===== config.mk =====
export PLATFORM = sky130hd
export DESIGN_NAME = lot_occupancy_counter
export DESIGN_NICKNAME = d
export VERILOG_FILES = /design/src/rtl/lot_occupancy_counter.sv
export SDC_FILE = /design/constraint.sdc
export NUM_CORES = 1
export LEC_CHECK = 0
export ABC_AREA = 1
export CAP_MARGIN = 0
export CORE_MARGIN = 4
export CORE_UTILIZATION = 65
export CTS_CLUSTER_DIAMETER = 50
export DETAILED_ROUTE_END_ITERATION = 16
export PLACE_DENSITY = 0.86
export SYNTH_ARGS = -nofsm -noshare
export SYNTH_HDL_FRONTEND = slang
export SYNTH_SLANG_ARGS = --single-unit

===== constraint.sdc =====
create_clock -name clk -period 11.7 [get_ports clk]
set_input_delay 1.17 -clock clk [delete_from_list [all_inputs] [get_ports clk]]
set_output_delay 1.17 -clock clk [all_outputs]
set_load 0.01 [all_outputs]

===== src/rtl/lot_occupancy_counter.sv =====
// Multi-lane two-beam vehicle counter: synchronise and debounce each beam, decode
// direction per lane, merge lane events into one saturating count shown as BCD.
module lot_occupancy_counter #(
    parameter int LANES      = 2,
    parameter int DIGITS     = 3,
    parameter int CAPACITY   = 150,
    parameter int DEB_CYCLES = 4
) (
    input  logic                  clk,
    input  logic                  rst,
    input  logic [LANES-1:0]      beam_a,
    input  logic [LANES-1:0]      beam_b,
    output logic [4*DIGITS-1:0]   count_bcd,
    output logic                  full,
    output logic                  empty,
    output logic [LANES-1:0]      ev_in,
    output logic [LANES-1:0]      ev_out,
    output logic [LANES-1:0]      err,
    output logic                  sat
);

    localparam int MAXV = 10**DIGITS - 1;
    localparam int CW   = $clog2(MAXV + 1);
    localparam int NB   = 2 * LANES;
    localparam int DW   = (DEB_CYCLES > 1) ? $clog2(DEB_CYCLES) : 1;

    typedef enum logic [2:0] {IDLE, EN1, EN2, EN3, EX1, EX2, EX3, BAD} lane_state_t;

    // Beam vector layout: bits [LANES-1:0] are A beams, [NB-1:LANES] are B beams.
    logic [NB-1:0] sync1_q, sync2_q;
    logic [NB-1:0] filt_q, filt_d;
    logic [DW-1:0] deb_cnt_q [NB];
    logic [DW-1:0] deb_cnt_d [NB];

    lane_state_t    state_q [LANES];
    logic [1:0]     ab [LANES];
    logic [LANES-1:0] ev_in_q, ev_out_q, err_q;

    logic [CW-1:0]       count_q, count_d;
    logic                sat_q, sat_d;
    logic [4*DIGITS-1:0] count_bcd_q, count_bcd_d;
    logic                full_q, full_d, empty_q, empty_d;
    logic signed [31:0]  sum;

    function automatic logic [4*DIGITS-1:0] to_bcd(input logic [CW-1:0] v);
        logic [4*DIGITS-1:0] b;
        b = '0;
        for (int i = CW - 1; i >= 0; i--) begin
            for (int d = 0; d < DIGITS; d++) begin
                if (b[4*d +: 4] >= 4'd5) b[4*d +: 4] = b[4*d +: 4] + 4'd3;
            end
            b = {b[4*DIGITS-2:0], v[i]};
        end
        return b;
    endfunction

    // Debounce: accept the synced value after DEB_CYCLES consecutive differing samples.
    always_comb begin
        for (int i = 0; i < NB; i++) begin
            filt_d[i]    = filt_q[i];
            deb_cnt_d[i] = '0;
            if (sync2_q[i] != filt_q[i]) begin
                if (deb_cnt_q[i] == DW'(DEB_CYCLES - 1)) filt_d[i] = sync2_q[i];
                else deb_cnt_d[i] = deb_cnt_q[i] + 1'b1;
            end
        end
    end

    always_ff @(posedge clk) begin
        if (rst) begin
            sync1_q <= '1;
            sync2_q <= '1;
            filt_q  <= '1;
            for (int i = 0; i < NB; i++) deb_cnt_q[i] <= '0;
        end else begin
            sync1_q <= {beam_b, beam_a};
            sync2_q <= sync1_q;
            filt_q  <= filt_d;
            for (int i = 0; i < NB; i++) deb_cnt_q[i] <= deb_cnt_d[i];
        end
    end

    always_comb begin
        for (int i = 0; i < LANES; i++) ab[i] = {~filt_q[i], ~filt_q[LANES+i]};
    end

    always_ff @(posedge clk) begin
        if (rst) begin
            for (int i = 0; i < LANES; i++) state_q[i] <= IDLE;
            ev_in_q  <= '0;
            ev_out_q <= '0;
            err_q    <= '0;
        end else begin
            ev_in_q  <= '0;
            ev_out_q <= '0;
            err_q    <= '0;
            for (int i = 0; i < LANES; i++) begin
                case (state_q[i])
                    IDLE: begin
                        if (ab[i] == 2'b10) state_q[i] <= EN1;
                        else if (ab[i] == 2'b01) state_q[i] <= EX1;
                        else if (ab[i] == 2'b11) begin state_q[i] <= BAD; err_q[i] <= 1'b1; end
                    end
                    EN1: begin
                        if (ab[i] == 2'b11) state_q[i] <= EN2;
                        else if (ab[i] == 2'b00) state_q[i] <= IDLE;
                    end
                    EN2: begin
                        if (ab[i] == 2'b01) state_q[i] <= EN3;
                        else if (ab[i] == 2'b10) state_q[i] <= EN1;
                        else if (ab[i] == 2'b00) begin state_q[i] <= BAD; err_q[i] <= 1'b1; end
                    end
                    EN3: begin
                        if (ab[i] == 2'b00) begin state_q[i] <= IDLE; ev_in_q[i] <= 1'b1; end
                        else if (ab[i] == 2'b11) state_q[i] <= EN2;
                        else if (ab[i] == 2'b10) begin state_q[i] <= BAD; err_q[i] <= 1'b1; end
                    end
                    EX1: begin
                        if (ab[i] == 2'b11) state_q[i] <= EX2;
                        else if (ab[i] == 2'b00) state_q[i] <= IDLE;
                    end
                    EX2: begin
                        if (ab[i] == 2'b10) state_q[i] <= EX3;
                        else if (ab[i] == 2'b01) state_q[i] <= EX1;
                        else if (ab[i] == 2'b00) begin state_q[i] <= BAD; err_q[i] <= 1'b1; end
                    end
                    EX3: begin
                        if (ab[i] == 2'b00) begin state_q[i] <= IDLE; ev_out_q[i] <= 1'b1; end
                        else if (ab[i] == 2'b11) state_q[i] <= EX2;
                        else if (ab[i] == 2'b01) begin state_q[i] <= BAD; err_q[i] <= 1'b1; end
                    end
                    BAD: begin
                        if (ab[i] == 2'b00) state_q[i] <= IDLE;
                    end
                    default: state_q[i] <= IDLE;
                endcase
            end
        end
    end

    // All lane pulses merge into one signed step, then clip to the displayable range.
    always_comb begin
        sum     = $signed({22'd0, count_q}) + $countones(ev_in_q) - $countones(ev_out_q);
        sat_d   = 1'b0;
        count_d = count_q;
        if (sum < 0) begin
            count_d = '0;
            sat_d   = 1'b1;
        end else if (sum > MAXV) begin
            count_d = CW'(MAXV);
            sat_d   = 1'b1;
        end else begin
            count_d = CW'(sum);
        end
        count_bcd_d = to_bcd(count_q);
        full_d      = (count_q >= CW'(CAPACITY));
        empty_d     = (count_q == '0);
    end

    always_ff @(posedge clk) begin
        if (rst) begin
            count_q     <= '0;
            sat_q       <= 1'b0;
            count_bcd_q <= '0;
            full_q      <= 1'b0;
            empty_q     <= 1'b1;
        end else begin
            count_q     <= count_d;
            sat_q       <= sat_d;
            count_bcd_q <= count_bcd_d;
            full_q      <= full_d;
            empty_q     <= empty_d;
        end
    end

    assign count_bcd = count_bcd_q;
    assign full      = full_q;
    assign empty     = empty_q;
    assign ev_in     = ev_in_q;
    assign ev_out    = ev_out_q;
    assign err       = err_q;
    assign sat       = sat_q;

endmodule


==> flow_summary.ini, run 1 <==
[outcome]
status = complete, no violations

[global_routing]
grt_pass1_wl_um = 16100
antenna_found_initial = 0
grt_pass1_vias = 3840
grt_max_degree = 34
overflow = 0
grt_use_total = 0.252

[yosys]
ys_async_sr_fraction = 0
synth_area_um2 = 4310
synth_top_area_share = 0.237
yosys.area.top_type = dfxtp_1
ys_seq_elements = 57
synth-seq-area-share = 0.278
syn_nets = 669
synth.area.top_cells = dfxtp_1 24%, nand2_1 9.7%, ha_1 9.6%
yosys_warnings = 0
ys_types = 47
synth_ff_type = dfxtp_1
yosysMostFrequentCell = nand2_1
postSynthCellCount = 627
synth_edf_count = 6
synth.avg_cell_area_um2 = 6.88
yosys-top-cells-count = 112 x nand2_1, 109 x inv_1, 77 x nor2_1, 51 x dfxtp_1, 40 x nand3_1

[floorplanning]
top_level_ports = 27
row_count = 29
fp.dieW_um = 89.5
dieArea_um2 = 8000
die_h_um = 89.5
start_util = 0.676
coreArea_um2 = 6390

[setup_path]
r2r_start = count_q[8]
start_kind = flip-flop
crit_type = reg2reg
path_max_fanout = 7
r2r-end = count_bcd[10]
critPathSlowestCell = dfxtp_1
end_kind = flip-flop
worstPathArrival_ns = 5.61
cpPeakStageDelay_ns = 0.37
crit_required_ns = 11.90
reg2reg_depth = 37
reg2reg_slack_ns = 6.29

[detailed_routing]
wl_per_cell_um = 12.1
routed_wl_um = 9010
viasPerCell = 5.40
dr.first_iter.drc_count = 210
drc = 0
drtPass1Iterations = 6
num_vias = 4005
final_antenna_net_count = 0

[sta]
fmax_mhz = 185
rsz0062_at_grt = false
worst_slew_pin_slew_ns = 0.598
period_minus_slack_ns = 5.41
setup_violations = 0
slew_viol_final = 0
hold_viol_final = 0
tns_ns = 0
fin_skew_ns = 0.00752
min_period_over_period = 0.462
slew_headroom = 0.600

[cells_and_area]
area_delta_synth_final_pct = 13.7
fill_cells = 482
drive_gt1_frac = 0.144
diodes = 0
seq_area_um2 = 1200
final_cells = 742
fin_nets = 702
multi_input_area_um2 = 2650

[clock_tree]
cts_tree = yes
numCtsBuffers = 9
clk_latency_ns = 0.33
clock_path_buffers = 2
clkTransAtPathRegs_ns = 0.07
cts_num_sinks = 57
postCtsSetupBuffers = 0
cts_hold_buf = 0
cts_resized = 0
cts_max_level = 3
root_buffer = clkbuf_8

[place]
place_hpwl_um = 7050
place_inst = 726
io_buffers = 26
gp_congestion = 0.944

[worst_hold_path]
hold_path.class = reg2reg
worstHoldStart = sync1_q[0]
worstHoldEndpoint = sync2_q[0]
hold_path_depth = 1

[flow_run]
drv_cap = 0
==> registers in the layout (all words and copies together), names as in the netlist, 4 cells and up <==
name,flops
sync2_q,4
state_q,6
count_q,10
sync1_q,4
count_bcd,12
deb_cnt_q,8
filt_q,4
==> stage by stage <==
| step | hold slack [ns] | instance area (um2) | setup WS, ns | utilization |
|---|---|---|---|---|
| detailed placement | 0.400 | 4660 | 6.33 | 0.730 |
| global route | 0.428 | 4900 | 5.77 | 0.768 |
| CTS | 0.415 | 4900 | 6.31 | 0.768 |
| floorplan | 0.389 | 4310 | 6.89 | - |
| finish | 0.416 | 4900 | 6.29 | 0.768 |
| global placement | 0.393 | 4660 | 6.70 | 0.730 |
==> cell families after synthesis <==
group | share of synthesized area
xor gates and xnor gates | 0.0183
AOI/OAI and AO/OA | 0.120
buffers and inverters | 0.108
adders and majority gates | 0.110
DFF | 0.278
and+or+nand+nor | 0.366
==> layout by cell type (no fill, tap or decap), drive strengths merged, types with 6 or more instances in the layout <==
| cell type | n |
|---|---|
| edfxtp | 6 |
| clkbuf | 11 |
| inv | 119 |
| xor2 | 8 |
| nand4 | 14 |
| o21ai | 32 |
| nor3 | 7 |
| nor2 | 81 |
| a21oi | 28 |
| or2 | 13 |
| nand3 | 52 |
| clkdlybuf4s50 | 26 |
| dfxtp | 51 |
| ha | 33 |
| nand2 | 144 |
==> worst max-delay path, delay by kind of cell (launching register included) <==
family	cells	cell delay (ns)
buffers and inverters	6	0.47
DFF	1	0.37
adders and majority gates	5	0.98
AOI/OAI and AO/OA	2	0.28
and+or+nand+nor	24	3.15
==> worst max path at each step <==
stage,slack [ns],from,end,depth (start not counted)
floorplan,6.89,count_q[8],count_bcd[10],37
global placement,6.70,count_q[8],count_bcd[10],37
detailed placement,6.33,count_q[8],count_bcd[10],37
CTS,6.31,count_q[8],count_bcd[10],37
global route,5.77,count_q[8],count_bcd[9],39
finish,6.29,count_q[8],count_bcd[10],37
==> final cells by class <==
cell class              count  share of cell area
multi-input cells         446               0.540
flip-flops and latches     57               0.245
inverters                 119              0.0911
repair buffers             27              0.0546
clock buffers              11              0.0288
clock inverters             5              0.0212
well taps                  77              0.0196
==> metal layers <==
metal / share of wire / track usage / wire, um / vias to the layer above
li1: - / - / - / 2076
met1: 0.44 / 0.309 / 3990 / 1780
met2: 0.49 / 0.436 / 4380 / 131
met3: 0.055 / 0.0415 / 493 / 18
met4: 0.017 / 0.106 / 149 / 0
met5: 0 / 0 / 0 / -
Power of run 1 is left out: the tool's default activity adds up to more than one toggle a clock period on the data nets, which glitch-free logic cannot reach.
==> run 2: changes to the inputs <==
--- a/config.mk
+++ b/config.mk
@@ -8,10 +8,10 @@
 export ABC_AREA = 1
 export CAP_MARGIN = 0
 export CORE_MARGIN = 4
-export CORE_UTILIZATION = 65
+export CORE_UTILIZATION = 60
 export CTS_CLUSTER_DIAMETER = 50
 export DETAILED_ROUTE_END_ITERATION = 16
-export PLACE_DENSITY = 0.86
+export PLACE_DENSITY = 0.81
 export SYNTH_ARGS = -nofsm -noshare
 export SYNTH_HDL_FRONTEND = slang
 export SYNTH_SLANG_ARGS = --single-unit
==> constraint.sdc (replaced) <==
create_clock -name clk -period 5 [get_ports clk]
set_input_delay 0.5 -clock clk [delete_from_list [all_inputs] [get_ports clk]]
set_output_delay 0.5 -clock clk [all_outputs]
set_load 0.01 [all_outputs]
==> run 2 against run 1 <==
Effect of this change: core utilization shrank 2.6 points; sequential share of layout area shrank 0.92 points; maximum frequency grew 13%; worst hold slack lost 0.015 ns; critical path depth grew 2; die area grew 7.6%; cell area grew 4.5%; critical path type unchanged; highest routed layer unchanged.
==> flow_summary.ini, run 2 (synthesis results as in run 1) <==
[outcome]
status = complete, no violations

[clock_tree]
numCtsBuffers = 9
clkTransAtPathRegs_ns = 0.08
cts_hold_buf = 0
cts_num_sinks = 57
clk_latency_ns = 0.34
cts_max_level = 3
cts_tree = yes
root_buffer = clkbuf_8
clock_path_buffers = 2

[worst_hold_path]
hold_path.class = reg2reg

[cells_and_area]
layout_commonest_cell = nand2_1
most-common-layout-cells = 110 x nand2_1, 104 x inv_1, 76 x nor2_1
drive_gt1_frac = 0.196
area_delta_synth_final_pct = 18.9
fin_nets = 719
largest_reg_flops = 12
diodes = 0

[setup_path]
cpMostUsedCell = nand2_2
worstPathArrival_ns = 4.99
crit_type = reg2reg
critPathSlowestCell = dfxtp_4
crit_required_ns = 5.22
cpPeakStageDelay_ns = 0.37
start_kind = flip-flop
path_max_fanout = 6
end_kind = flip-flop

[place]
place_hpwl_um = 7170
gp_congestion = 0.902
io_buffers = 26

[detailed_routing]
num_vias = 4131
drtPass1Iterations = 5
final_antenna_net_count = 0
routed_wl_um = 9520
wl_per_cell_um = 12.2
viasPerCell = 5.31
dr.first_iter.drc_count = 151
drc = 0

[global_routing]
grt_pass1_vias = 3816
antenna_found_initial = 0
grt_pass1_wl_um = 16100
grt_use_total = 0.226
overflow = 0
grt_max_degree = 34

[floorplanning]
dieArea_um2 = 8610
die_h_um = 92.8
coreArea_um2 = 6910
start_util = 0.625
row_count = 30
top_level_ports = 27
fp.dieW_um = 92.8

[sta]
fin_skew_ns = 0.00804
tns_ns = 0
hold_viol_final = 0
worst_slew_pin_slew_ns = 0.630
slew_viol_final = 0
period_minus_slack_ns = 4.77
slew_headroom = 0.578
min_period_over_period = 0.954
setup_violations = 0
fmax_mhz = 210

[flow_run]
drv_cap = 0
-- run 2: layout make-up --
type | count | area, um2
multi-input cells | 446 | 2750
flip-flops and latches | 57 | 1210
clock inverters | 7 | 78.8
clock buffers | 9 | 124
fillers | 558 | 1780
inverters | 119 | 449
repair buffers | 44 | 395
well taps | 96 | 120
-- run 2: final timing paths --
path | slack, ns | startpoint | cells after the start | to
max reg2reg | 0.23 | count_q[8] | 39 | count_bcd[10]
min | 0.40 | sync1_q[0] | 1 | sync2_q[0]
max | 0.23 | count_q[8] | 39 | count_bcd[10]
min reg2reg | 0.40 | sync1_q[0] | 1 | sync2_q[0]
-- run 2: per-stage QoR --
stage                     instance area, um2  std cells   util  setup WS (ns)  hold WS [ns]
final                                   5130        778  0.742          0.231         0.402
after global routing                    5130        778  0.742         -0.104         0.428
after CTS                               4970        767  0.719        0.00429         0.401
after detailed placement                4710        748  0.681         -0.303         0.396
after global placement                  4710        748  0.681         0.0733         0.392
after floorplan                         4310        627      -          0.189         0.389
-- run 2: routing by layer --
metal,vias up,share of wire,global-route usage
met4,0,0.021,0.0842
met1,1857,0.44,0.281
met5,-,0,0
met2,132,0.49,0.382
li1,2117,-,-
met3,25,0.051,0.0496
-- run 2: timing repair --
action                                  CTS  global route
pin swaps                                 5            18
gates resized for setup                  13            20
endpoints found under the setup margin    7             7
buffers inserted                          3            11
-- run 2: worst max-delay path: cells and delay by family (launching register included) --
kind,cells,cell delay (ns)
DFF,1,0.37
and+or+nand+nor,24,2.66
AOI/OAI and AO/OA,3,0.24
adders and majority gates,5,0.87
buffers and inverters,7,0.50
Power of run 2 is left out for the same reason.
==> run 3: changes to the inputs <==
--- a/config.mk
+++ b/config.mk
@@ -12,6 +12,7 @@
 export CTS_CLUSTER_DIAMETER = 50
 export DETAILED_ROUTE_END_ITERATION = 16
 export PLACE_DENSITY = 0.81
+export SLEW_MARGIN = 25
 export SYNTH_ARGS = -nofsm -noshare
 export SYNTH_HDL_FRONTEND = slang
 export SYNTH_SLANG_ARGS = --single-unit
==> results of run 3 <==
Final layout, timing and power as in run 2 (identical DEF).
Power of run 3 is left out for the same reason.
